===== src/rtl/posix_time_pkg.sv =====
// Shared types and constants for the POSIX time path (counter and time-of-day conversion).
package posix_time_pkg;

    typedef logic [31:0] posix_time_t;

    localparam int unsigned SEC_IN_MIN  = 60;
    localparam int unsigned MIN_IN_HOUR = 60;
    localparam int unsigned HOUR_IN_DAY = 24;
    localparam int unsigned SEC_IN_HOUR = SEC_IN_MIN * MIN_IN_HOUR;

    // Counter control states
    typedef enum logic [1:0] {
        UNSET  = 2'd0,
        COMMIT = 2'd1,
        RUN    = 2'd2
    } state_e;

endpackage


===== src/rtl/second_tick_gen.sv =====
// Prescaler producing a one-cycle pulse on the last clock of each second.
// With POSIX_TIME_COUNTER_TRIM_EN defined, the length of each second is trimmed by a signed
// clock count latched at the start of that second.
module second_tick_gen #(
    parameter int unsigned CLK_FREQ_HZ = 50_000_000
) (
    input  logic        clk_i,
    input  logic        rst_i,
    input  logic        clear_i,
    input  logic        enable_i,
`ifdef POSIX_TIME_COUNTER_TRIM_EN
    input  logic [15:0] trim_i,
`endif
    output logic        boundary_o
);

`ifdef POSIX_TIME_COUNTER_TRIM_EN
    // Trimmed seconds can be up to 2*CLK_FREQ_HZ clocks long
    localparam int unsigned PrescW = $clog2(2 * CLK_FREQ_HZ);
`else
    localparam int unsigned PrescW = $clog2(CLK_FREQ_HZ);
`endif

    logic [PrescW-1:0] presc_q, presc_d;
    logic [PrescW-1:0] term_count;

`ifdef POSIX_TIME_COUNTER_TRIM_EN
    localparam logic signed [33:0] FreqS  = 34'(CLK_FREQ_HZ);
    localparam logic signed [33:0] MaxTcS = 34'(2 * CLK_FREQ_HZ - 1);

    logic signed [15:0] trim_q, trim_d;
    logic signed [33:0] tc_raw;

    // Terminal count for the current second, clamped to a sane range
    always_comb begin
        tc_raw = FreqS - 34'sd1 + 34'(trim_q);
        if (tc_raw < 34'sd1) begin
            term_count = PrescW'(1);
        end else if (tc_raw > MaxTcS) begin
            term_count = PrescW'(2 * CLK_FREQ_HZ - 1);
        end else begin
            term_count = tc_raw[PrescW-1:0];
        end
    end

    // Latch a new trim at the start of every second (boundary or restart)
    always_comb begin
        trim_d = trim_q;
        if (clear_i || boundary_o) begin
            trim_d = trim_i;
        end
    end

    // Trim register
    always_ff @(posedge clk_i) begin
        if (rst_i) begin
            trim_q <= '0;
        end else begin
            trim_q <= trim_d;
        end
    end
`else
    assign term_count = PrescW'(CLK_FREQ_HZ - 1);
`endif

    assign boundary_o = enable_i && !clear_i && (presc_q == term_count);

    // Prescaler next state: clear wins, otherwise count and wrap at terminal
    always_comb begin
        presc_d = presc_q;
        if (clear_i) begin
            presc_d = '0;
        end else if (enable_i) begin
            if (presc_q == term_count) begin
                presc_d = '0;
            end else begin
                presc_d = presc_q + PrescW'(1);
            end
        end
    end

    // Prescaler register
    always_ff @(posedge clk_i) begin
        if (rst_i) begin
            presc_q <= '0;
        end else begin
            presc_q <= presc_d;
        end
    end

endmodule


===== src/rtl/posix_time_counter.sv =====
// Free-running 32-bit POSIX seconds counter, loadable over a valid/ready handshake.
// A load is captured, committed one cycle later, and restarts the second at that point.
// Optional: POSIX_TIME_COUNTER_TRIM_EN adds trim_i for per-second clock-count correction.
module posix_time_counter
    import posix_time_pkg::*;
#(
    parameter int unsigned CLK_FREQ_HZ    = 50_000_000,
    parameter bit          RUN_FROM_RESET = 1'b0
) (
    input  logic        clk_i,
    input  logic        rst_i,
    input  logic        load_valid_i,
    input  logic [31:0] load_time_i,
    output logic        load_ready_o,
    output logic [31:0] posix_time_o,
    output logic        tick_o,
`ifdef POSIX_TIME_COUNTER_TRIM_EN
    input  logic [15:0] trim_i,
`endif
    output logic        time_valid_o
);

    state_e      state_q, state_d;
    posix_time_t time_q, time_d;
    posix_time_t load_q, load_d;
    logic        tick_q, tick_d;
    logic        valid_q, valid_d;

    logic accept;
    logic boundary;
    logic presc_clear;
    logic presc_en;

    second_tick_gen #(
        .CLK_FREQ_HZ(CLK_FREQ_HZ)
    ) u_second_tick_gen (
        .clk_i     (clk_i),
        .rst_i     (rst_i),
        .clear_i   (presc_clear),
        .enable_i  (presc_en),
`ifdef POSIX_TIME_COUNTER_TRIM_EN
        .trim_i    (trim_i),
`endif
        .boundary_o(boundary)
    );

    assign load_ready_o = (state_q != COMMIT) && !rst_i;
    assign accept       = load_valid_i && load_ready_o;

    // Next state: a load always beats a coincident second boundary
    always_comb begin
        state_d     = state_q;
        time_d      = time_q;
        load_d      = load_q;
        tick_d      = 1'b0;
        valid_d     = valid_q;
        presc_clear = 1'b0;
        presc_en    = 1'b0;

        case (state_q)
            UNSET: presc_en = RUN_FROM_RESET;
            RUN:   presc_en = 1'b1;
            COMMIT: begin
                time_d      = load_q;
                valid_d     = 1'b1;
                presc_clear = 1'b1;
                state_d     = RUN;
            end
            default: state_d = UNSET;
        endcase

        if (state_q == UNSET || state_q == RUN) begin
            if (accept) begin
                load_d  = load_time_i;
                state_d = COMMIT;
            end else if (boundary) begin
                time_d = time_q + 32'd1;
                tick_d = 1'b1;
            end
        end
    end

    // State and output registers
    always_ff @(posedge clk_i) begin
        if (rst_i) begin
            state_q <= UNSET;
            time_q  <= '0;
            load_q  <= '0;
            tick_q  <= 1'b0;
            valid_q <= 1'b0;
        end else begin
            state_q <= state_d;
            time_q  <= time_d;
            load_q  <= load_d;
            tick_q  <= tick_d;
            valid_q <= valid_d;
        end
    end

    assign posix_time_o = time_q;
    assign tick_o       = tick_q;
    assign time_valid_o = valid_q;

endmodule

===== config.mk =====
export PLATFORM = sky130hd
export DESIGN_NAME = posix_time_counter
export DESIGN_NICKNAME = d
export VERILOG_FILES = /design/src/rtl/posix_time_pkg.sv /design/src/rtl/second_tick_gen.sv /design/src/rtl/posix_time_counter.sv
export SDC_FILE = /design/constraint.sdc
export NUM_CORES = 1
export LEC_CHECK = 0
export ABC_AREA = 1
export CAP_MARGIN = 20
export CORE_UTILIZATION = 58
export CTS_CLUSTER_SIZE = 25
export DETAILED_ROUTE_END_ITERATION = 8
export DONT_BUFFER_PORTS = 1
export GPL_TIMING_DRIVEN = 1
export MAX_ROUTING_LAYER = met4
export PLACE_DENSITY = 0.76
export SETUP_SLACK_MARGIN = 0.02
export SLEW_MARGIN = 10
export SYNTH_ARGS = -nofsm -noshare
export SYNTH_HDL_FRONTEND = slang
export SYNTH_SLANG_ARGS = --single-unit

===== constraint.sdc =====
create_clock -name clk_i -period 1.75 [get_ports clk_i]
set_clock_uncertainty 0.05 [all_clocks]
set_input_delay 0.2625 -clock clk_i [delete_from_list [all_inputs] [get_ports clk_i]]
set_output_delay 0.2625 -clock clk_i [all_outputs]
set_load 0.05 [all_outputs]

# [After elaboration in Yosys (flattened, before gate mapping)]
# Index checks and enable logic that the tools add are counted.
[word_totals] out_inout_bits=35 reg_bits=94
[op_classes] addsub=2 mux=11 eq_ne=4 n_bitwise=1 reduce_logical=12
[op_table] op="two-way mux 32 bit" n=4
[op_table] op="adder 32 x 1 -> 32 bit (second input constant)" n=1
[op_table] op="adder 26 x 1 -> 26 bit (second input constant)" n=1
[op_table] op="equality test 26 bit (second input constant)" n=1
[op_table] op="two-way mux 26 bit" n=1
[op_table] op="logical AND 1 bit" n=4
[op_table] op="two-way mux 2 bit" n=2
[op_table] op="case mux 2 bit (2 select lines)" n=1
[op_table] op="OR reduction 2 bit" n=2
[op_table] op="two-way mux 1 bit" n=3
[op_table] op="OR reduction 3 bit" n=1
[op_table] op="equality test 2 x 1 -> 1 bit (second input constant)" n=1
[op_table] op="equality test 2 bit (second input constant)" n=1
[op_table] op="zero test 1 bit" n=2
[op_table] op="zero test 2 bit" n=1
[op_table] op="inequality test 2 x 1 -> 1 bit (second input constant)" n=1
[op_table] op="AND reduction 2 bit" n=1
[op_table] op="logical OR 1 bit" n=1
[op_table] op="inverter 1 bit" n=1

# [Depth between registers and ports, before layout]
[depth] ltp_word=8 mapped_depth=12 mapped_depth_nobuf=11

# [Modules after synthesis]
# From an unflattened synthesis, not the netlist that was laid out.
[hier_totals] hier_cells=796 hier_area_um2=5288.8
[modules_own_cells] module="posix_time_counter" seq_area_each_um2=1361.3 cells_each=574 area_each_um2=3812.4 instances=1
[modules_own_cells] module="second_tick_gen" seq_area_each_um2=520.5 cells_each=222 area_each_um2=1476.4 instances=1

# [Least setup slack after synthesis]
# Ideal clock, no wire load.
[synth_path] kind="register to register" start="register time_q[1], in the netlist posix_time_o[1]" end="register time_q[24], in the netlist posix_time_o[24]" slack_ns=-0.145 stages_incl_launch_ff=11 setup_ns=0.113 t_arrival_ns=1.732 period_less_slack_ns=1.895 cell_sequence="dfxtp_1 -> ha_1 -> inv_1 -> nor2_1 -> nand2_1 -> nor2_1 -> nand2_1 -> nand2_1 -> nand2_1 -> nor2_1 -> nor2_1"
[synth_via] elab_chain_cells=4
[synth_rtl] element="from (decl)" line="posix_time_counter.sv:24" rtl="posix_time_t time_q, time_d;"
[synth_rtl] element="from (signal assigned)" line="posix_time_counter.sv:93" rtl="time_q <= time_d;"
[synth_rtl] element="adder 32 x 1 -> 32 bit" line="posix_time_counter.sv:77" rtl="time_d = time_q + 32'd1;"
[synth_rtl] element="two-way mux 32 bit" line="posix_time_counter.sv:76" rtl="end else if (boundary) begin"
[synth_rtl] element="two-way mux 32 bit" line="posix_time_counter.sv:73" rtl="if (accept) begin"
[synth_rtl] element="two-way mux 32 bit" line="posix_time_counter.sv:72" rtl="if (state_q == UNSET || state_q == RUN) begin"
# No other way between the ends.
# A chain may end at the register's enable or synchronous reset.

# [Final worst setup path]
[layout_path] start="register state_q[0]" end="register time_q[2], in the netlist posix_time_o[2]"
[layout_via] elab_chain_cells=8 word_cells_on_any_way=16 classes_between="3 x eq/ne; 6 x mux; 7 x reduce/logical"
[layout_rtl] element="from (decl)" line="posix_time_counter.sv:23" rtl="state_e state_q, state_d;"
[layout_rtl] element="from (signal assigned)" line="posix_time_counter.sv:92" rtl="state_q <= state_d;"
[layout_rtl] element="equality test 2 x 1 -> 1 bit" line="posix_time_counter.sv:60" rtl="case (state_q)"
[layout_rtl] element="two-way mux 1 bit" line="posix_time_counter.sv:60"
[layout_rtl] element="zero test 1 bit" line="second_tick_gen.sv:66" rtl="assign boundary_o = enable_i && !clear_i && (presc_q == term_count);"
[layout_rtl] element="logical AND 1 bit (2 in a row)" line="second_tick_gen.sv:66"
[layout_rtl] element="two-way mux 32 bit" line="posix_time_counter.sv:76"
[layout_rtl] element="two-way mux 32 bit" line="posix_time_counter.sv:73"
[layout_rtl] element="two-way mux 32 bit (*)" line="posix_time_counter.sv:72"
# Every way passes the cells marked *; elsewhere a longest branch is shown, timed or not.

==> results.toml <==
[status]
outcome = "complete, no violations"

[sta]
whs_ps = 2.61
period_share_pct = 97.6
setup-tns-final_ps = 0
setup_slack_ps = 42.6
slew_headroom_pct = 65.9
slew_violations = 0
post-route-min-period_ps = 1710
tightest_slew_ps = 511
setup_viol = 0
hold_viol_final = 0
clock.fmax_ghz = 0.586
rsz0062_at_grt = "true"

[placement]
dp_cells = 995
preCtsSetupSlack_ps = -113
place.gp.congestion = 0.933
hpwl_um = 11600
portBuffers = 0

[detailed_routing]
drt-pass1-iter-count = 5
viasPerCell = 5.63
drt-total-wl_um = 16800
dr_total_vias = 5883
drt_iter0_drc = 554
routedWlPerCell_um = 16.1
route.detailed.drc = 0
drt.antenna.violating_nets = 0

[logic_synthesis]
synth_edf_count = 0
synth_top_area_cell = "dfxtp_1"
synth.most_common_cell = "nand2_1"
yosys_register_bits = 94
yosys-top-cells-area = "dfxtp_1 (35%), nand2_1 (16%), nor2_1 (10%)"
synth.avg_cell_area_um2 = 6.35
yosysSeqAreaShare_pct = 34.8
postSynthCellCount = 852
ys.flop_type = "dfxtp_1"
yosys_warnings = 0
synth_commonest_cells = "nand2_1 (232), nor2_1 (149), dfxtp_1 (94)"
synth-async-reset-ratio_pct = 0
synth_area_mm2 = 0.00541
syn_nets = 893
synth_top_area_share_pct = 34.8
ys_types = 38

[clocking]
root_buffer = "clkbuf_8"
clk_latency_ps = 380
clk_pin_slew_ps = 100
clock_path_buffers = 2
cts_buffers = 9
cts_sinks = 94
cts_max_level = 3
cts_tree = "done"

[layout]
fin_util_pct = 75.3
nFillCells = 702
syn_to_final_growth_pct = 23.8
drive_above_1_share_pct = 18.9
antenna_cells = 0
fin_nets = 973
fin_cells = 1045

[pwr]
p_seq_share_pct = 51.3
combPwrFrac_pct = 17.2
switching_share_pct = 32.4
internal_power_mw = 3.05
vdd_drop_max_mv = 0.566
p_sw_mw = 1.47
p_clk_share_pct = 31.5
leakage_nw = 2.74
power.density_mw_per_mm2 = 675

[grt]
grt_overflow_total = 0
antenna_found_initial = 0
grt_pass1_wl_um = 25500
grt_pass1_vias = 5110
grt_start_max_net_pins = 40
grt_util_all_layers_pct = 34.5

[floorplan]
die_width_um = 98.6
coreArea_mm2 = 0.00889
die_h_um = 98.6
die_area_mm2 = 0.00971
io_pins = 70
start_util_pct = 60.8
row_count = 34

[run]
maxCapViolCount = 0

[worst_setup_path]
crit_type = "flop to flop"
critical_path_required_ps = 1980
path_max_fanout = 7
cp_data_arrival_time_ps = 1930
end_kind = "flop"
crit_path_start_kind = "flop"

[hold_path]
hold_path.class = "input port to flop"
==> worst max-delay path, stage by stage, from the launching register on <==
cell and delay [ps]:
dfxtp_4 380, inv_4 60, ha_4 160, nand2_4 50, nor2_4 120, nand3_2 110
nor2_4 160, nand3_4 160, clkbuf_16 200, o21ai_2 110, nor2_1 50
==> cell families (layout without fill, tap and decap cells) <==
| kind of cell | Yosys count | after routing | synth area share, % |
|---|---|---|---|
| AO/OA/AOI/OAI | 96 | 96 | 9.19 |
| XOR/XNOR | 20 | 20 | 3.24 |
| adder cells (fa/ha/maj) | 6 | 6 | 1.39 |
| buffers and inverters | 120 | 204 | 9.53 |
| flip-flops | 94 | 94 | 34.8 |
| multiplexers | 2 | 2 | 0.370 |
| AND/OR/NAND/NOR | 514 | 515 | 41.5 |
==> sequential cells by signal, summed over array words and instances, names as in the netlist <==
register,count
state_q,2
time_valid_o,1
u_second_tick_gen.presc_q,26
posix_time_o,32
load_q,32
tick_o,1
==> through the flow <==
step	total power, mW	cell area (um^2)
after floorplan	2.80	5410
final	4.52	6700
after CTS	4.43	6350
after detailed placement	2.97	5900
after global routing	4.69	6700
after global placement	2.95	5900
==> cell usage in the layout, fill, tap and decap left out, drive strengths merged, types with 4 or more instances in the layout <==
cell type,count
dlygate4sd3,21
o21ai,29
buf,74
nand3,78
xor2,16
inv,93
clkbuf,11
dfxtp,94
a21oi,63
nor2,162
nor3,16
ha,6
nand4,13
xnor2,4
nand2,239
==> power groups by stage <==
stage / clock [mW] / combinational (mW) / sequential [mW]
after floorplan: 0 / 0.383 / 2.42
after global placement: 0 / 0.599 / 2.35
after detailed placement: 0 / 0.615 / 2.36
after CTS: 1.43 / 0.694 / 2.31
after global routing: 1.53 / 0.831 / 2.33
final: 1.42 / 0.776 / 2.32
==> what timing repair did <==
item / CTS / global route
gates cloned: 1 / 3
endpoints found under the setup margin: 41 / 86
setup buffers: 1 / 7
endpoints found under the hold margin: 39 / 2
pin swaps: 3 / 16
resized for setup: 14 / 62
hold buffers: 20 / 2
==> routing by layer <==
layer | global-route usage, % | routed length [um] | vias up
met5 | - | 0 | -
met1 | 52.0 | 7810 | 2693
li1 | - | - | 2858
met2 | 47.7 | 7100 | 309
met4 | 6.89 | 193 | 0
met3 | 6.31 | 1680 | 23
==> worst paths after layout <==
check / to / depth (start not counted) / start / slack (ps)
setup / recovery: posix_time_o[2] / 10 / state_q[0] / 40
hold / removal: load_q[17] / 2 / load_time_i[17] / 3
setup reg to reg: posix_time_o[2] / 10 / state_q[0] / 40
hold reg to reg: load_q[13] / 2 / load_q[13] / 410
==> area by class of cell <==
cell class,count,area (um^2),share of cell area (%)
sequential,94,1900,28.4
multi-input combinational,639,3210,48.0
timing repair inverter,1,7.51,0.112
clock buffer,9,124,1.85
inverter,90,349,5.21
tap,108,135,2.02
timing repair buffer,97,900,13.4
clock inverter,7,62.6,0.934
Note: power is estimated with default switching activity, not from simulation.
